$ cat config.mk
export PLATFORM = sky130hd
export DESIGN_NAME = alu_result_signature
export DESIGN_NICKNAME = d
export VERILOG_FILES = /design/src/rtl/alu_result_signature.sv
export SDC_FILE = /design/constraint.sdc
export NUM_CORES = 1
export LEC_CHECK = 0
export CAP_MARGIN = 10
export CORE_MARGIN = 5
export CORE_UTILIZATION = 25
export DETAILED_ROUTE_END_ITERATION = 10
export PLACE_DENSITY = 0.61
export SKIP_CTS_REPAIR_TIMING = 1
export SYNTH_ARGS = -nofsm -noshare
export SYNTH_HDL_FRONTEND = slang
export SYNTH_SLANG_ARGS = --single-unit
$ cat constraint.sdc
create_clock -name clk -period 1.48 [get_ports clk]
set_input_delay 0.148 -clock clk [delete_from_list [all_inputs] [get_ports clk]]
set_output_delay 0.148 -clock clk [all_outputs]
set_load 0.05 [all_outputs]
$ cat src/rtl/alu_result_signature.sv
// Compacts ALU result/zero samples into a 32-bit Galois MISR and compares it against GOLDEN after
// NUM_SAMPLES captures. Optional idle-timeout abort is enabled with `define ALU_SIG_TIMEOUT_EN.
module alu_result_signature #(
   parameter int          NUM_SAMPLES = 9,
   parameter logic [31:0] SEED        = 32'h0000_0000,
   parameter logic [31:0] POLY        = 32'h04C1_1DB7,
   parameter logic [31:0] GOLDEN      = 32'h0000_0000,
   parameter int          TIMEOUT     = 256
) (
   input  logic        clk,
   input  logic        rst_n,
   input  logic        start,
   input  logic        sample_valid,
   input  logic [31:0] ALUResult,
   input  logic        zero,
   output logic        busy,
   output logic        done,
   output logic        pass,
   output logic        timeout,
   output logic [31:0] signature,
   output logic [15:0] sample_count
);

   typedef enum logic [1:0] {
      IDLE    = 2'd0,
      CAPTURE = 2'd1,
      DONE    = 2'd2
   } state_t;

   localparam logic [15:0] LAST_COUNT = 16'(NUM_SAMPLES - 1);

   state_t      state, state_next;
   logic [31:0] sig_q, sig_next;
   logic [15:0] count_q, count_next;
   logic        timeout_q, timeout_next;

   // One Galois MISR step; the zero flag is folded into bit 0 alongside the result.
   function automatic logic [31:0] misr_step(input logic [31:0] sig,
                                             input logic [31:0] data,
                                             input logic        z);
      logic [31:0] fb;
      fb = sig[31] ? POLY : 32'h0;
      return {sig[30:0], 1'b0} ^ fb ^ {data[31:1], data[0] ^ z};
   endfunction

`ifdef ALU_SIG_TIMEOUT_EN
   localparam int          IDLE_W    = (TIMEOUT < 2) ? 1 : $clog2(TIMEOUT + 1);
   localparam logic [IDLE_W-1:0] IDLE_LAST = IDLE_W'(TIMEOUT - 1);

   logic [IDLE_W-1:0] idle_q, idle_next;
`else
   logic unused_timeout_cfg;
   assign unused_timeout_cfg = ^32'(TIMEOUT);
`endif

   always_comb begin
      // NOTE: every combinational output gets a default first so no path can infer a latch.
      state_next   = state;
      sig_next     = sig_q;
      count_next   = count_q;
      timeout_next = timeout_q;
`ifdef ALU_SIG_TIMEOUT_EN
      idle_next    = idle_q;
`endif

      unique case (state)
         IDLE, DONE: begin
            if (start) begin
               state_next   = CAPTURE;
               sig_next     = SEED;
               count_next   = 16'd0;
               timeout_next = 1'b0;
`ifdef ALU_SIG_TIMEOUT_EN
               idle_next    = '0;
`endif
            end
         end

         CAPTURE: begin
            if (sample_valid) begin
               sig_next   = misr_step(sig_q, ALUResult, zero);
               count_next = count_q + 16'd1;
`ifdef ALU_SIG_TIMEOUT_EN
               idle_next  = '0;
`endif
               if (count_q == LAST_COUNT) begin
                  state_next = DONE;
               end
            end
`ifdef ALU_SIG_TIMEOUT_EN
            else if (idle_q == IDLE_LAST) begin
               state_next   = DONE;
               timeout_next = 1'b1;
            end else begin
               idle_next = idle_q + 1'b1;
            end
`endif
         end

         default: begin
            state_next = IDLE;
         end
      endcase
   end

   // NOTE: sequential state uses non-blocking assignments only; blocking here would race readers.
   always_ff @(posedge clk or negedge rst_n) begin
      if (!rst_n) begin
         state     <= IDLE;
         sig_q     <= SEED;
         count_q   <= 16'd0;
         timeout_q <= 1'b0;
`ifdef ALU_SIG_TIMEOUT_EN
         idle_q    <= '0;
`endif
      end else begin
         state     <= state_next;
         sig_q     <= sig_next;
         count_q   <= count_next;
         timeout_q <= timeout_next;
`ifdef ALU_SIG_TIMEOUT_EN
         idle_q    <= idle_next;
`endif
      end
   end

   assign busy         = (state == CAPTURE);
   assign done         = (state == DONE);
   assign pass         = done && (sig_q == GOLDEN) && !timeout_q;
   assign timeout      = done && timeout_q;
   assign signature    = sig_q;
   assign sample_count = count_q;

endmodule
## Yosys cells after proc, flatten, opt, wreduce, memory -nomap -nowiden

Index checks and enable logic that the tools add are counted.

- Register bits after elaboration: 50

- Multiplexer cells: 11
- Reduce and logical (&&, ||, !) cells: 7
- Equal/unequal tests: 6
- $add $sub $neg: 1
- Bitwise gates (word level): 3

Operators with widths:

| kind | count |
|---|---|
| $mux 32 | 2 |
| $pmux 32 s2 | 1 |
| $logic_not 32->1 | 1 |
| $mux 16 | 2 |
| $pmux 16 s2 | 1 |
| $xor 32x27->32 | 1 |
| $xor 32x32->32 | 1 |
| $mux 27 | 1 |
| $add 16x1->16 const B | 1 |
| $eq 16x4->1 const B | 1 |
| $mux 2 | 3 |
| $reduce_and 3->1 | 2 |
| $ne 2x2->1 const B | 2 |
| $pmux 2 s2 | 1 |
| $eq 2x1->1 const B | 1 |
| $eq 2x2->1 const B | 1 |
| $logic_not 2->1 | 1 |
| $ne 2x1->1 const B | 1 |
| $reduce_bool 2->1 | 1 |
| $reduce_or 2->1 | 1 |
| $logic_and 1x1->1 | 1 |
| $xor 1x1->1 | 1 |

## Logic depth before layout (Yosys ltp)

- Depth in word-level cells: 5
- Gate-level depth with buffers: 6
- Gate-level depth less buffers: 5

## Worst setup path before layout

No wires, ideal clock.

- Path type: register -> output
- Start: register sig_q[21], in the netlist signature[21]
- End: output port pass
- Data arrival time: 2,654 ps
- Data required time: 1,332 ps
- Slack: -1,322 ps
- Cell stages (with the launch flop): 3
- Path buffers: 0
- Cells stage by stage: dfrtp_1 -> or4_1 -> nor4_1

- Longest elaborated chain between the ends: 2

Ends and longest elaborated chain:

| element | RTL line | text |
|---|---|---|
| from (decl) | 33 | `logic [31:0] sig_q, sig_next;` |
| from (signal assigned) | 118 | `sig_q <= sig_next;` |
| $logic_not 32->1 | 129 | `assign pass = done && (sig_q == GOLDEN) && !timeout_q;` |
| $logic_and 1x1->1 | 129 |  |
| to (decl) | 18 | `output logic pass,` |

Every way passes these cells.

## Worst setup path after layout

- Start: register sig_q[24], in the netlist signature[24]
- End: output port pass

The elaborated chain is that of the path after synthesis.

==> summary.txt <==
Outcome
  – Outcome: complete, but fails checks
  – Failing checks: negative setup slack

Finish
  – Most frequent cells in the layout: 79 x buf_4, 35 x clkdlybuf4s50_1, 32 x xnor2_1, 32 x buf_12, 31 x dfrtp_1
  – Diodes inserted: 0
  – Post-route cell area: 5120 µm²
  – Area growth syn-to-layout: 92.6%
  – Most common cell after layout, fill and taps aside: buf_4
  – Share of cells above drive strength 1: 51.2%
  – Final Net Count: 460

Synthesis
  – Post-Syn Area: 2660 µm²
  – Post-synth EDFFs: 0
  – Ys async rst share: 100%
  – Top FF cell, synth: dfrtp_1
  – Netlist cell types: 38
  – FF+latch count, synth: 50
  – Cell accounting for the most synthesized area: dfrtp_1
  – Synth warnings: 0
  – Avg Inst Size Synth: 9.89 µm²
  – Synth Instances: 269
  – Seq/Total Area, Yosys: 47.0%
  – Area contributors post-synth: dfrtp_1 47%, xnor2_1 11%, xor2_1 5.9%, o31ai_1 5.1%, o21ai_0 4.7%
  – Share of the synthesized area in the top cell type: 47.0%
  – Syn nets: 308

CTS
  – Root buffer cell: clkbuf_8
  – Clock Latency Late Sink: 0.31 ns
  – Clk buf depth: 2
  – Register clock-pin slew on the reported worst setup and hold paths: 0.10 ns
  – Clk sinks: 50
  – H-tree levels: 2
  – CTS buffer count: 5
  – CTS tree: built

Timing
  – Final setup violation count: 29
  – Fin. Hold Viols: 0
  – Hold_ws: 0.293 ns
  – Worst clock skew: 0.0145 ns
  – Fmax: 0.510 GHz
  – Fin worst setup slack: -0.479 ns
  – Fin Setup TNS: -3.16 ns
  – Fin. max-slew vios: 0
  – Unrepaired setup endpoints after global routing: yes
  – Fin crit share: 132%
  – Minimum clock period: 1.96 ns

Global route
  – First-pass GRT wire length: 13000 µm
  – GRT Resource Usage Total: 12.6%
  – Initial antenna violation count: 0
  – GRT Residual Overflow: 0
  – Number of global-route vias before repair: 2539
  – Largest net degree at the start of global routing: 36

Routing
  – # DRC: 0
  – Post-route ant nets: 0
  – Final WL: 8930 µm
  – DR vias: 2549
  – Vias/cell: 4.57
  – Drt first pass iters: 4
  – Wire per inst: 16.0 µm
  – Initial DRC count: 91

Power
  – Lkg Pwr: 2.13 nW
  – PD cells: 2180 nW/µm²
  – Peak supply drop: 0.000893 V
  – Design Power: 11.2 mW

Critical path
  – Required @ worst endpoint: 1.33 ns
  – CP Launch Type: flop
  – Data arrival time of the critical path: 1.81 ns
  – CP endpoint kind: primary output
  – Max FO, Critical Path: 2
  – R2R depth: 6
  – Setup CP Type: flop to primary output

Floorplanning
  – Core area: 10400 µm²
  – Placement Rows: 37
  – Chip width: 113 µm
  – Initial Util: 25.7%
  – Die height: 113 µm
  – I/O pin cnt: 89
  – Die area: 12800 µm²

Placement
  – Hpwl dp: 6410 µm
  – Buffers on Ports: 87
  – Placed cell area: 4430 µm²
  – GP Congestion: 0.856

Flow run
  – Max-Cap Viols: 0

Hold path
  – Class of the worst hold path: primary input to asynchronous set/reset pin
## registers in the layout (all words and copies together), names as in the netlist
name and cells:
state 2, sample_count 16, signature 32
## cells in the mapped netlist (all sizes together) (6+ instances only)
master and number:
buf 10, a21oi 9, clkbuf 6, nand3 20, nor4 10, xor2 18
nor2 6, or3 8, nand2 23, o21ai 25, o31ai 18, dfrtp 50
xnor2 33
## layout make-up
class                   instances  area [µm²]
clock buffers                   6        72.6
clock inverters                 2        15.0
fillers                       939        5250
flip-flops and latches         50        1270
multi-input cells             198        1770
repair buffers                161        1800
inverters                       5        21.3
well taps                     136         170
## stage by stage
| step | cells | utilization [%] | worst slack (ns) |
|---|---|---|---|
| 6_report | 558 | 49.4 | -0.479 |
| 5_1_grt | 558 | 49.4 | -0.545 |
| 4_1_cts | 549 | 43.6 | -0.496 |
| 3_5_place_dp | 541 | 42.7 | -0.211 |
| 3_3_place_gp | 541 | 42.7 | -0.202 |
| 2_1_floorplan | 269 | - | -0.414 |
## routing by layer
layer	up-vias	wire [µm]	share of wire [%]	GRT usage, %
li1	1261	-	-	-
met1	1229	3780	42	16.0
met2	50	4630	52	21.6
met3	9	407	4.6	2.25
met4	0	109	1.2	3.85
met5	-	0	0	0
## final timing paths
check | start | to | slack, ns
setup / recovery | signature[24]$_DFFE_PN0P_ | pass | -0.48
hold / removal | rst_n | signature[29]$_DFFE_PN0P_ | 0.29
setup reg to reg | state[0]$_DFFE_PN0P_ | sample_count[9]$_DFFE_PN0P_ | -0.15
hold reg to reg | sample_count[13]$_DFFE_PN0P_ | sample_count[13]$_DFFE_PN0P_ | 0.60
max in group asynchronous | rst_n | sample_count[6]$_DFFE_PN0P_ | 0.63
min in group clk | ALUResult[20] | signature[20]$_DFFE_PN0P_ | 0.53
## critical path, cell delays in order, from the launching register on
cell and delay (ns):
dfrtp_1 0.41, nor4_1 0.33, nand4_1 0.22, nor4_4 0.36, buf_12 0.18
## logic make-up (layout without fill, tap and decap cells)
group / count (synthesis) / in the layout / synth area share (%)
simple gates: 86 / 86 / 17.5
compound gates: 58 / 58 / 13.9
xor+xnor: 51 / 51 / 16.8
flops: 50 / 50 / 47.0
buf+inv: 21 / 174 / 3.67
fa+ha+maj: 2 / 2 / 0.941
other cells: 1 / 1 / 0.141
## where the power goes
group	switching, mW	internal [mW]	total (mW)
logic	4.35	3.76	8.11
clock network	0.473	0.334	0.808
registers	0.400	1.88	2.28
Note: power is estimated with default switching activity, not from simulation.
==> edit (same flow settings) <==
Register the input `sample_valid` before use, without a reset. The logic sees it one clock later. The other inputs are not delayed to match.
--- a/src/rtl/alu_result_signature.sv
+++ b/src/rtl/alu_result_signature.sv
@@ -28,6 +28,12 @@
    } state_t;
 
    localparam logic [15:0] LAST_COUNT = 16'(NUM_SAMPLES - 1);
+
+   logic sample_valid_q;
+
+   always_ff @(posedge clk) begin
+      sample_valid_q <= sample_valid;
+   end
 
    state_t      state, state_next;
    logic [31:0] sig_q, sig_next;
@@ -77,7 +83,7 @@
          end
 
          CAPTURE: begin
-            if (sample_valid) begin
+            if (sample_valid_q) begin
                sig_next   = misr_step(sig_q, ALUResult, zero);
                count_next = count_q + 16'd1;
 `ifdef ALU_SIG_TIMEOUT_EN
Behaviour: not the same (Yosys sat finds a counterexample within 4 cycles, from zero or initial values and one cycle with rst_n low).
==> edit against the original RTL <==
  * The run still ends with negative setup slack left
  * Register-to-register slack improved by 70 ps
  * Total power fell by 8.6%
  * Design area fell by 5.7%
  * Setup slack got worse by 6.1 ps
  * Synthesized area rose by 0.47%
  * First-iteration DRC count fell by 2.2%
  * Sequential cell count rose by 1
  * Routed wire length fell by 4.2%
  * Largest cell class unchanged
==> edit: results (changes against the original RTL) <==
Status
  • Status: finished with violations
  • Failing checks: negative setup slack

GRT
  • First-pass GRT wire length: 13,200 um (+1.3%)
  • GRT Util Overall: 0.126 (about the same)
  • Pin count of the biggest net entering global routing: 32 (-11%)
  • Initial antenna violation count: 0 (unchanged)

Finish
  • Fraction of layout cells with a size suffix above 1: 0.453 (-0.0586)
  • Nets@finish: 455 (-1.1%)

Timing
  • Skew final: 4.36 ps (-10.2 ps)
  • Setup TNS: -856 ps (+2310 ps)
  • Setup WS post-layout: -485 ps (-6.10 ps)
  • Setup-failing EPs final: 10 (-66%)

Place
  • Placement Setup Slack: -279 ps (-67.8 ps)
  • Placement Cell Area: 4420 um2 (-0.25%)
  • HPWL Detailed: 6360 um (-0.78%)
  • Routability congestion estimate from global placement: 0.808 (-5.6%)

Detailed routing
  • Metal-1 WL: 3590 um (-5.1%)
  • WL final: 8550 um (-4.2%)
  • Met2 wire len: 4470 um (-3.5%)
  • Met3 wire len: 443 um (+8.8%)
  • Vias: 2,588 (+1.5%)
  • DR iter-0 viols: 89 (-2.2%)

Power and ir drop
  • Leak: 0.00204 uW (-4.0%)
  • VDD IR-drop max: 1.29 mV (+45%)

Synthesis
  • Post-synth cell types: 37 (-2.6%)
  • Most frequent cells after synthesis: 50 x dfrtp_1, 33 x xnor2_1, 27 x o21ai_0
  • FFs w/ async S/R, synth: 0.980 (-0.0196)
  • Synth area leaders: dfrtp_1 47%, xnor2_1 11%, xor2_1 5.9%
  • Sequential area share after synthesis: 0.476 (+0.00529)
  • Synth Net Count: 310 (+0.65%)

CTS
  • H-Tree Depth: 2 (unchanged)
-- edit: changes by cell type in the layout (fill, tap and decap cells not counted), moves of 5 or more --
| cell | before | now |
|---|---|---|
| nand2_4 | 7 | 0 |
| o31ai_4 | 10 | 4 |
| nand2_2 | 6 | 0 |
| nand2_1 | 10 | 21 |
| nor4_1 | 3 | 8 |
-- edit: cells by family (layout without fill, tap and decap cells) --
group / count (synthesis) / in the layout / synth area share
flip-flops: 51 / 51 / 0.476
XOR/XNOR: 51 / 51 / 0.167
buffers and inverters: 22 / 168 / 0.0360
adder cells (fa/ha/maj): 2 / 2 / 0.00936
AO/OA/AOI/OAI: 58 / 58 / 0.137
AND/OR/NAND/NOR: 86 / 86 / 0.174
other: 1 / 1 / 0.00140
-- edit: routing by layer --
metal	up-vias	global-route usage
li1	1246	-
met1	1264	0.156
met2	76	0.221
met3	2	0.0271
met4	0	0.0329
met5	-	0
-- edit: layout make-up --
type | instances | area [um2]
clock buffers | 5 | 68.8
clock inverters | 3 | 43.8
fillers | 961 | 5540
inverters | 5 | 18.8
multi-input cells | 198 | 1570
flip-flops and latches | 51 | 1290
well taps | 136 | 170
repair buffers | 155 | 1660
-- edit: worst paths after layout --
check	from	to	slack, ps	cells after the start
max	signature[20]$_DFFE_PN0P_	pass	-490	5
min	rst_n	sample_count[15]$_DFFE_PN0P_	300	2
max reg2reg	state[1]$_DFFE_PN0P_	sample_count[8]$_DFFE_PN0P_	-80	5
min reg2reg	sample_count[13]$_DFFE_PN0P_	sample_count[13]$_DFFE_PN0P_	600	2
max in group asynchronous	rst_n	signature[4]$_DFFE_PN0P_	660	3
min in group clk	sample_valid	sample_valid_q$_DFF_P_	310	1
-- edit: power by group --
part	internal [uW]	switching, uW
logic	3210	3850
registers	1890	297
clock network	504	479
total	5610	4620
-- edit: per-stage QoR --
stage                     instances  utilization
after floorplan                 271            -
after global placement          540        0.426
after detailed placement        540        0.426
after CTS                       548        0.437
after global routing            553        0.466
final                           553        0.466
-- edit: worst reg2reg max path, stage by stage (launching register included) --
cell,delay [ps]
dfrtp_1,400
and3b_2,310
buf_6,160
o211ai_4,140
or3_1,360
a21oi_2,130
